$ cat src/rtl/decode_issue_pkg.sv
// Shared decode definitions: opcodes, instruction IDs, field positions
// and the issued-bundle layout. Used by decode_issue and alu_top.
package decode_issue_pkg;

  localparam int XLEN = 32;

  localparam int OP_HI  = 31;
  localparam int OP_LO  = 26;
  localparam int RS_HI  = 25;
  localparam int RS_LO  = 21;
  localparam int RT_HI  = 20;
  localparam int RT_LO  = 16;
  localparam int RD_HI  = 15;
  localparam int RD_LO  = 11;
  localparam int IMM_HI = 15;
  localparam int IMM_LO = 0;
  localparam int JT_HI  = 25;

  typedef enum logic [5:0] {
    OP_ADD  = 6'b000000,
    OP_SUBI = 6'b000001,
    OP_AND  = 6'b000011,
    OP_ORI  = 6'b000110,
    OP_LW   = 6'b001000,
    OP_SW   = 6'b001001,
    OP_J    = 6'b010000,
    OP_SLT  = 6'b010011
  } opcode_e;

  localparam logic [XLEN-1:0] ID_ILL  = 32'd0;
  localparam logic [XLEN-1:0] ID_ADD  = 32'd1;
  localparam logic [XLEN-1:0] ID_SUBI = 32'd2;
  localparam logic [XLEN-1:0] ID_AND  = 32'd7;
  localparam logic [XLEN-1:0] ID_ORI  = 32'd10;
  localparam logic [XLEN-1:0] ID_LW   = 32'd13;
  localparam logic [XLEN-1:0] ID_SW   = 32'd14;
  localparam logic [XLEN-1:0] ID_J    = 32'd21;
  localparam logic [XLEN-1:0] ID_SLT  = 32'd24;

  typedef struct packed {
    logic [XLEN-1:0] ir;
    logic [XLEN-1:0] id;
    logic [XLEN-1:0] rs;
    logic [XLEN-1:0] rt;
    logic [XLEN-1:0] sd;
    logic [4:0]      dest;
    logic            wr_en;
    logic            illegal;
  } issue_t;

endpackage

$ cat src/rtl/decode_issue_reg_file.sv
// 32x32 register file, two read ports, one write port, write bypass.
// Ports: clk, reset, ra1/rd1, ra2/rd2 reads; we/wa/wd write. x0 reads 0.
module reg_file
  import decode_issue_pkg::*;
(
  input  logic            clk,
  input  logic            reset,
  input  logic [4:0]      ra1,
  output logic [XLEN-1:0] rd1,
  input  logic [4:0]      ra2,
  output logic [XLEN-1:0] rd2,
  input  logic            we,
  input  logic [4:0]      wa,
  input  logic [XLEN-1:0] wd
);

  logic [XLEN-1:0] mem_q [32];
  logic [XLEN-1:0] mem_d [32];

  always_comb begin
    mem_d = mem_q;
    if (we && wa != 5'd0) mem_d[wa] = wd;
  end

  always_ff @(posedge clk) begin
    if (reset) begin
      for (int i = 0; i < 32; i++) mem_q[i] <= '0;
    end else begin
      mem_q <= mem_d;
    end
  end

  // Bypass lets decode see a writeback landing this cycle.
  always_comb begin
    rd1 = mem_q[ra1];
    rd2 = mem_q[ra2];
    if (we && wa == ra1) rd1 = wd;
    if (we && wa == ra2) rd2 = wd;
    if (ra1 == 5'd0) rd1 = '0;
    if (ra2 == 5'd0) rd2 = '0;
  end

endmodule

$ cat src/rtl/decode_issue.sv
// Decode/issue stage: decodes in_ir, reads operands, tracks pending writes
// and issues a registered bundle over a valid/ready handshake.
module decode_issue
  import decode_issue_pkg::*;
(
  input  logic        clk,
  input  logic        reset,
  input  logic        in_valid,
  output logic        in_ready,
  input  logic [31:0] in_ir,
  input  logic        wb_en,
  input  logic [4:0]  wb_addr,
  input  logic [31:0] wb_data,
  output logic        out_valid,
  input  logic        out_ready,
  output logic [31:0] ir,
  output logic [31:0] ID,
  output logic [31:0] rs,
  output logic [31:0] rt,
  output logic [31:0] sd,
  output logic [4:0]  dest,
  output logic        wr_en,
  output logic        illegal
);

  logic [4:0]  rs_f, rt_f, rd_f;
  logic [15:0] imm;
  logic [31:0] sext, zext;
  logic [31:0] rf_rd1, rf_rd2;
  logic        rs_use, rt_use;
  issue_t      dec;

  logic [31:0] pending_q, pending_d;
  logic [31:0] clr_v, live;
  logic        hazard, accept;
  logic        out_valid_q, out_valid_d;
  issue_t      out_q, out_d;

  assign rs_f = in_ir[RS_HI:RS_LO];
  assign rt_f = in_ir[RT_HI:RT_LO];
  assign rd_f = in_ir[RD_HI:RD_LO];
  assign imm  = in_ir[IMM_HI:IMM_LO];
  assign sext = {{16{imm[15]}}, imm};
  assign zext = {16'b0, imm};

  reg_file u_rf (
    .clk   (clk),
    .reset (reset),
    .ra1   (rs_f),
    .rd1   (rf_rd1),
    .ra2   (rt_f),
    .rd2   (rf_rd2),
    .we    (wb_en),
    .wa    (wb_addr),
    .wd    (wb_data)
  );

  always_comb begin
    dec    = '0;
    dec.ir = in_ir;
    dec.rs = rf_rd1;
    rs_use = 1'b1;
    rt_use = 1'b0;
    case (opcode_e'(in_ir[OP_HI:OP_LO]))
      OP_ADD, OP_AND, OP_SLT: begin
        dec.id    = (in_ir[OP_HI:OP_LO] == OP_ADD) ? ID_ADD :
                    (in_ir[OP_HI:OP_LO] == OP_AND) ? ID_AND : ID_SLT;
        dec.rt    = rf_rd2;
        dec.dest  = rd_f;
        dec.wr_en = 1'b1;
        rt_use    = 1'b1;
      end
      OP_SUBI, OP_LW: begin
        dec.id    = (in_ir[OP_HI:OP_LO] == OP_SUBI) ? ID_SUBI : ID_LW;
        dec.rt    = sext;
        dec.dest  = rt_f;
        dec.wr_en = 1'b1;
      end
      OP_ORI: begin
        dec.id    = ID_ORI;
        dec.rt    = zext;
        dec.dest  = rt_f;
        dec.wr_en = 1'b1;
      end
      OP_SW: begin
        dec.id = ID_SW;
        dec.rt = sext;
        dec.sd = rf_rd2;
        rt_use = 1'b1;
      end
      OP_J: begin
        dec.id = ID_J;
        dec.rs = '0;
        dec.rt = {6'b0, in_ir[JT_HI:0]};
        rs_use = 1'b0;
      end
      default: begin
        dec.id      = ID_ILL;
        dec.illegal = 1'b1;
      end
    endcase
    if (dec.dest == 5'd0) dec.wr_en = 1'b0;
  end

  // A bit being cleared by this cycle's writeback no longer blocks.
  always_comb begin
    clr_v = wb_en ? (32'd1 << wb_addr) : 32'd0;
    live  = pending_q & ~clr_v;
    hazard = in_valid &&
             ((rs_use && live[rs_f]) ||
              (rt_use && live[rt_f]) ||
              (dec.wr_en && live[dec.dest]));
  end

  assign in_ready = !reset && (!out_valid_q || out_ready) && !hazard;
  assign accept   = in_valid && in_ready;

  always_comb begin
    pending_d   = pending_q & ~clr_v;
    out_valid_d = out_valid_q;
    out_d       = out_q;
    if (accept && dec.wr_en) pending_d[dec.dest] = 1'b1;
    if (accept) begin
      out_valid_d = 1'b1;
      out_d       = dec;
    end else if (out_ready) begin
      out_valid_d = 1'b0;
    end
  end

  always_ff @(posedge clk) begin
    if (reset) begin
      pending_q   <= '0;
      out_valid_q <= 1'b0;
      out_q       <= '0;
    end else begin
      pending_q   <= pending_d;
      out_valid_q <= out_valid_d;
      out_q       <= out_d;
    end
  end

  assign out_valid = out_valid_q;
  assign ir        = out_q.ir;
  assign ID        = out_q.id;
  assign rs        = out_q.rs;
  assign rt        = out_q.rt;
  assign sd        = out_q.sd;
  assign dest      = out_q.dest;
  assign wr_en     = out_q.wr_en;
  assign illegal   = out_q.illegal;

endmodule

$ cat config.mk
export PLATFORM = sky130hd
export DESIGN_NAME = decode_issue
export DESIGN_NICKNAME = d
export VERILOG_FILES = /design/src/rtl/decode_issue_pkg.sv /design/src/rtl/decode_issue_reg_file.sv /design/src/rtl/decode_issue.sv
export SDC_FILE = /design/constraint.sdc
export NUM_CORES = 2
export LEC_CHECK = 0
export CAP_MARGIN = 20
export CORE_MARGIN = 2
export CORE_UTILIZATION = 60
export CTS_CLUSTER_DIAMETER = 100
export DETAILED_ROUTE_END_ITERATION = 6
export PLACE_DENSITY = 0.81
export SLEW_MARGIN = 20
export SYNTH_ARGS = -nofsm -noshare
export SYNTH_HDL_FRONTEND = slang
export SYNTH_SLANG_ARGS = --single-unit
$ cat constraint.sdc
create_clock -name clk -period 6.7 [get_ports clk]
set_input_delay 1.005 -clock clk [delete_from_list [all_inputs] [get_ports clk]]
set_output_delay 1.005 -clock clk [all_outputs]
set_load 0.01 [all_outputs]
==> summary.md <==
| Metric | Value |
|---|---|
| # clock sinks | `1197` |
| Row cnt | `around 120` |
| Ports | `243` |
| Die Y | `322 um` |
| R2r worst-path depth | `8` |
| Maximum clock frequency | `approximately 160 MHz` |
| Vias in the first global route | `53.3k` |
| Asr flop ratio synth | `0%` |
| PwrDens | `~230 nW/um^2` |
| Crit end category | `output pin` |
| Port Buffer Count | `215` |
| Mux share of post-synthesis cell area | `26.9%` |
| Failing checks | `design-rule violations` |
| Drt via density | `about 7.1` |
| Post-detailed-route count of antenna-violating nets | `0` |
| Final count of hold timing violations | `0` |
| Post-cts sizing count | `0` |
| Post-DP HPWL | `128000 um` |
| Tot GR Track Use | `43.5%` |
| Fin. max-slew vios | `0` |
| Worst min path class | `reg -> reg` |
| Fillers | `7234` |
| CTS buffer count | `115` |
| CTS tree | `done` |
| Initial DRC Count | `approximately 11k` |
| Share of cells above drive strength 1 | `17.7%` |
| Net Sw Frac | `24.9%` |
| Avg WL per Cell | `29.6 um` |
| Clk_skew | `0.0349 ns` |
| Max-capacitance violation count | `0` |
| Vias after detailed routing | `55.5k` |
| # nets final | `6450` |
| Register area share after synthesis | `39.5%` |
| Core Footprint | `approximately 100000 sq um` |
| XOR/XNOR Fraction of Synth Area | `0.159%` |
| Worst skew pair latency | `0.74 ns` |
| Post-synthesis compound-gate area fraction | `11.4%` |
| Comb power frac | `8.4%` |
| Internal power | `11.6 mW` |
| Post-Synth Adder-Cell Area | `0%` |
| Synth Flop Type | `dfxtp_1` |
| RSZ-0062 raised after global routing | `false` |
| Reg power frac | `46.7%` |
| Yosys warns | `0` |
| Cts hold-fix bufs | `0` |
| Critical Path Start Type | `input port` |
| Multi-input logic area | `34200 sq um` |
| Fin util | `67.5%` |
| Largest net degree at the start of global routing | `235` |
| Drt first pass iters | `7` |
| Gate Count Post-Synth | `6567` |
| Top cell type's share of synthesized area | `39.5%` |
| Count of final setup violators | `0` |
| Area contributors post-synth | `dfxtp_1, mux4_2, nand2_1` |
| Storage cell area | `24000 sq um` |
| Least-Margin Pin Slew | `between 1 and 1.5 ns` |
| Pleak | `22.3 nW` |
| Post-synth EDFFs | `0` |
| Final hold slack | `0.463 ns` |
| Starting density of the core | `60.6%` |
| Yosys cell types | `86` |
| Post-Synth Simple-Gate Area | `17.0%` |
| H-Tree Depth | `3` |
| Max IR drop VDD | `approximately 200 uV` |
| Area grow syn2layout | `11.3%` |
| Die X | `322 um` |
| CP Max Fanout | `17` |
| Routability cong. | `0.980` |
| Worst-path clk slew | `0.06 ns` |
| Part of the cycle the worst path needs | `91.0%` |
| Max-Slew Margin vs Limit | `12.7%` |
| Initial antenna violation count | `10` |
| Post-synth top cells | `nand2_1, dfxtp_1, a21oi_1, mux4_2, clkbuf_1` |
| Root Driver | `clkbuf_16` |
| CP arrival | `about 5 ns` |
| Mean Syn Cell Area | `9.25 sq um` |
| Status | `finished, violations left` |
| WL final | `231000 um` |
| TNS Setup | `0 ns` |
| Bufs on Longest Clock Path | `3` |
| Postcts setup bufs | `0` |
| Critical Path RT | `5.69 ns` |
| Hold Crit Depth | `2` |
| Clock power share | `between 40 and 50%` |
| Setup Crit Path Kind | `in -> out` |
| First-pass GRT wire length | `335000 um` |
| Yosys top cell by area | `dfxtp_1` |
| Switch Pwr | `3.86 mW` |
| FF+latch count, synth | `1197` |
| DR DRC count | `23` |
| Min Tclk post-route | `6.09 ns` |
| Post-synthesis cell area | `60700 sq um` |
| Overflow left after global routing | `0` |
| Die Area | `approximately 100000 sq um` |
| Main combinational cell family by area after synthesis | `multiplexers` |
| Most common cell in the netlist | `nand2_1` |
-- metal layers --
metal | track usage (%) | part of all wire (%) | wire (um)
met3 | 17.4 | 17 | 40400
met2 | 61.9 | 42 | 95900
met4 | 31.9 | 8.6 | 19800
met1 | 53.4 | 32 | 74400
met5 | 0.556 | 0.062 | 144
-- cell families after synthesis --
| group | Yosys count |
|---|---|
| and+or+nand+nor | 2529 |
| AOI/OAI and AO/OA | 1281 |
| DFF | 1197 |
| muxes | 810 |
| buffers and inverters | 738 |
| xor gates and xnor gates | 11 |
| other | 1 |
-- final timing paths --
kind | to | start | slack (ns)
setup / recovery | in_ready | wb_addr[0] | 0.61
hold / removal | u_rf.mem_q[952] | u_rf.mem_q[952] | 0.46
setup reg to reg | rt[4] | pending_q[15] | 3.24
hold reg to reg | u_rf.mem_q[952] | u_rf.mem_q[952] | 0.46
-- power by group through the flow --
stage	Combinational [mW]	Clock [mW]	Sequential (mW)
after floorplan	0.839	0	7.38
after global placement	1.24	0	7.38
after detailed placement	1.24	0	7.38
after CTS	1.25	6.90	7.22
after global routing	1.33	7.20	7.23
final	1.30	6.95	7.23
-- final cells by class --
cell class | instances | area share, %
multi-input combinational | 4658 | 50.6
sequential | 1197 | 35.5
timing repair buffer | 388 | 5.45
clock buffer | 168 | 5.02
tap | 1298 | 2.40
clock inverter | 46 | 0.907
inverter | 16 | 0.102
antenna | 10 | 0.0370
-- sequential cells by signal, indices dropped and copies added (netlist names) --
name        flops
rt             32
u_rf.mem_q   1024
ID              5
ir             32
wr_en           1
sd             32
out_valid       1
pending_q      32
illegal         1
rs             32
dest            5
-- stage by stage --
step                setup slack (ns)  std cells  cell area (sq um)  total power, mW
finish                         0.606       7781              67600             15.5
global route                   0.465       7773              67500             15.8
CTS                            0.753       7767              67500             15.4
detailed placement             0.767       7553              63400             8.63
global placement               0.683       7550              63400             8.61
floorplan                       2.50       6593              60800             8.22
-- critical path, stage by stage --
cell             delay (ns)
clkdlybuf4s50_1        0.92
nand4_2                0.15
buf_4                  0.25
o21ai_0                0.59
mux4_2                 0.37
mux2_2                 0.16
a211oi_1               0.12
nor4b_4                0.45
o21ai_0                0.27
a21boi_0               0.23
clkdlybuf4s50_1        0.56
-- placed cells by master, fill, tap and decap left out, types with 31 or more instances in the layout --
cell             synthesis  final
buf_4                   40    158
clkdlybuf4s50_1          0    204
o21ai_0                 48     45
mux2i_1                134    134
nor2_4                   0     31
a21oi_1               1058   1058
nand3_1                 36     35
nand2b_1               142    141
o211ai_1                57     57
nand2_1               2151   2124
dfxtp_1               1197   1197
nor2_1                  74     42
clkbuf_16                0    117
nor2b_1                 62     62
mux4_2                 648    648
(Power assumes the default switching activity.)
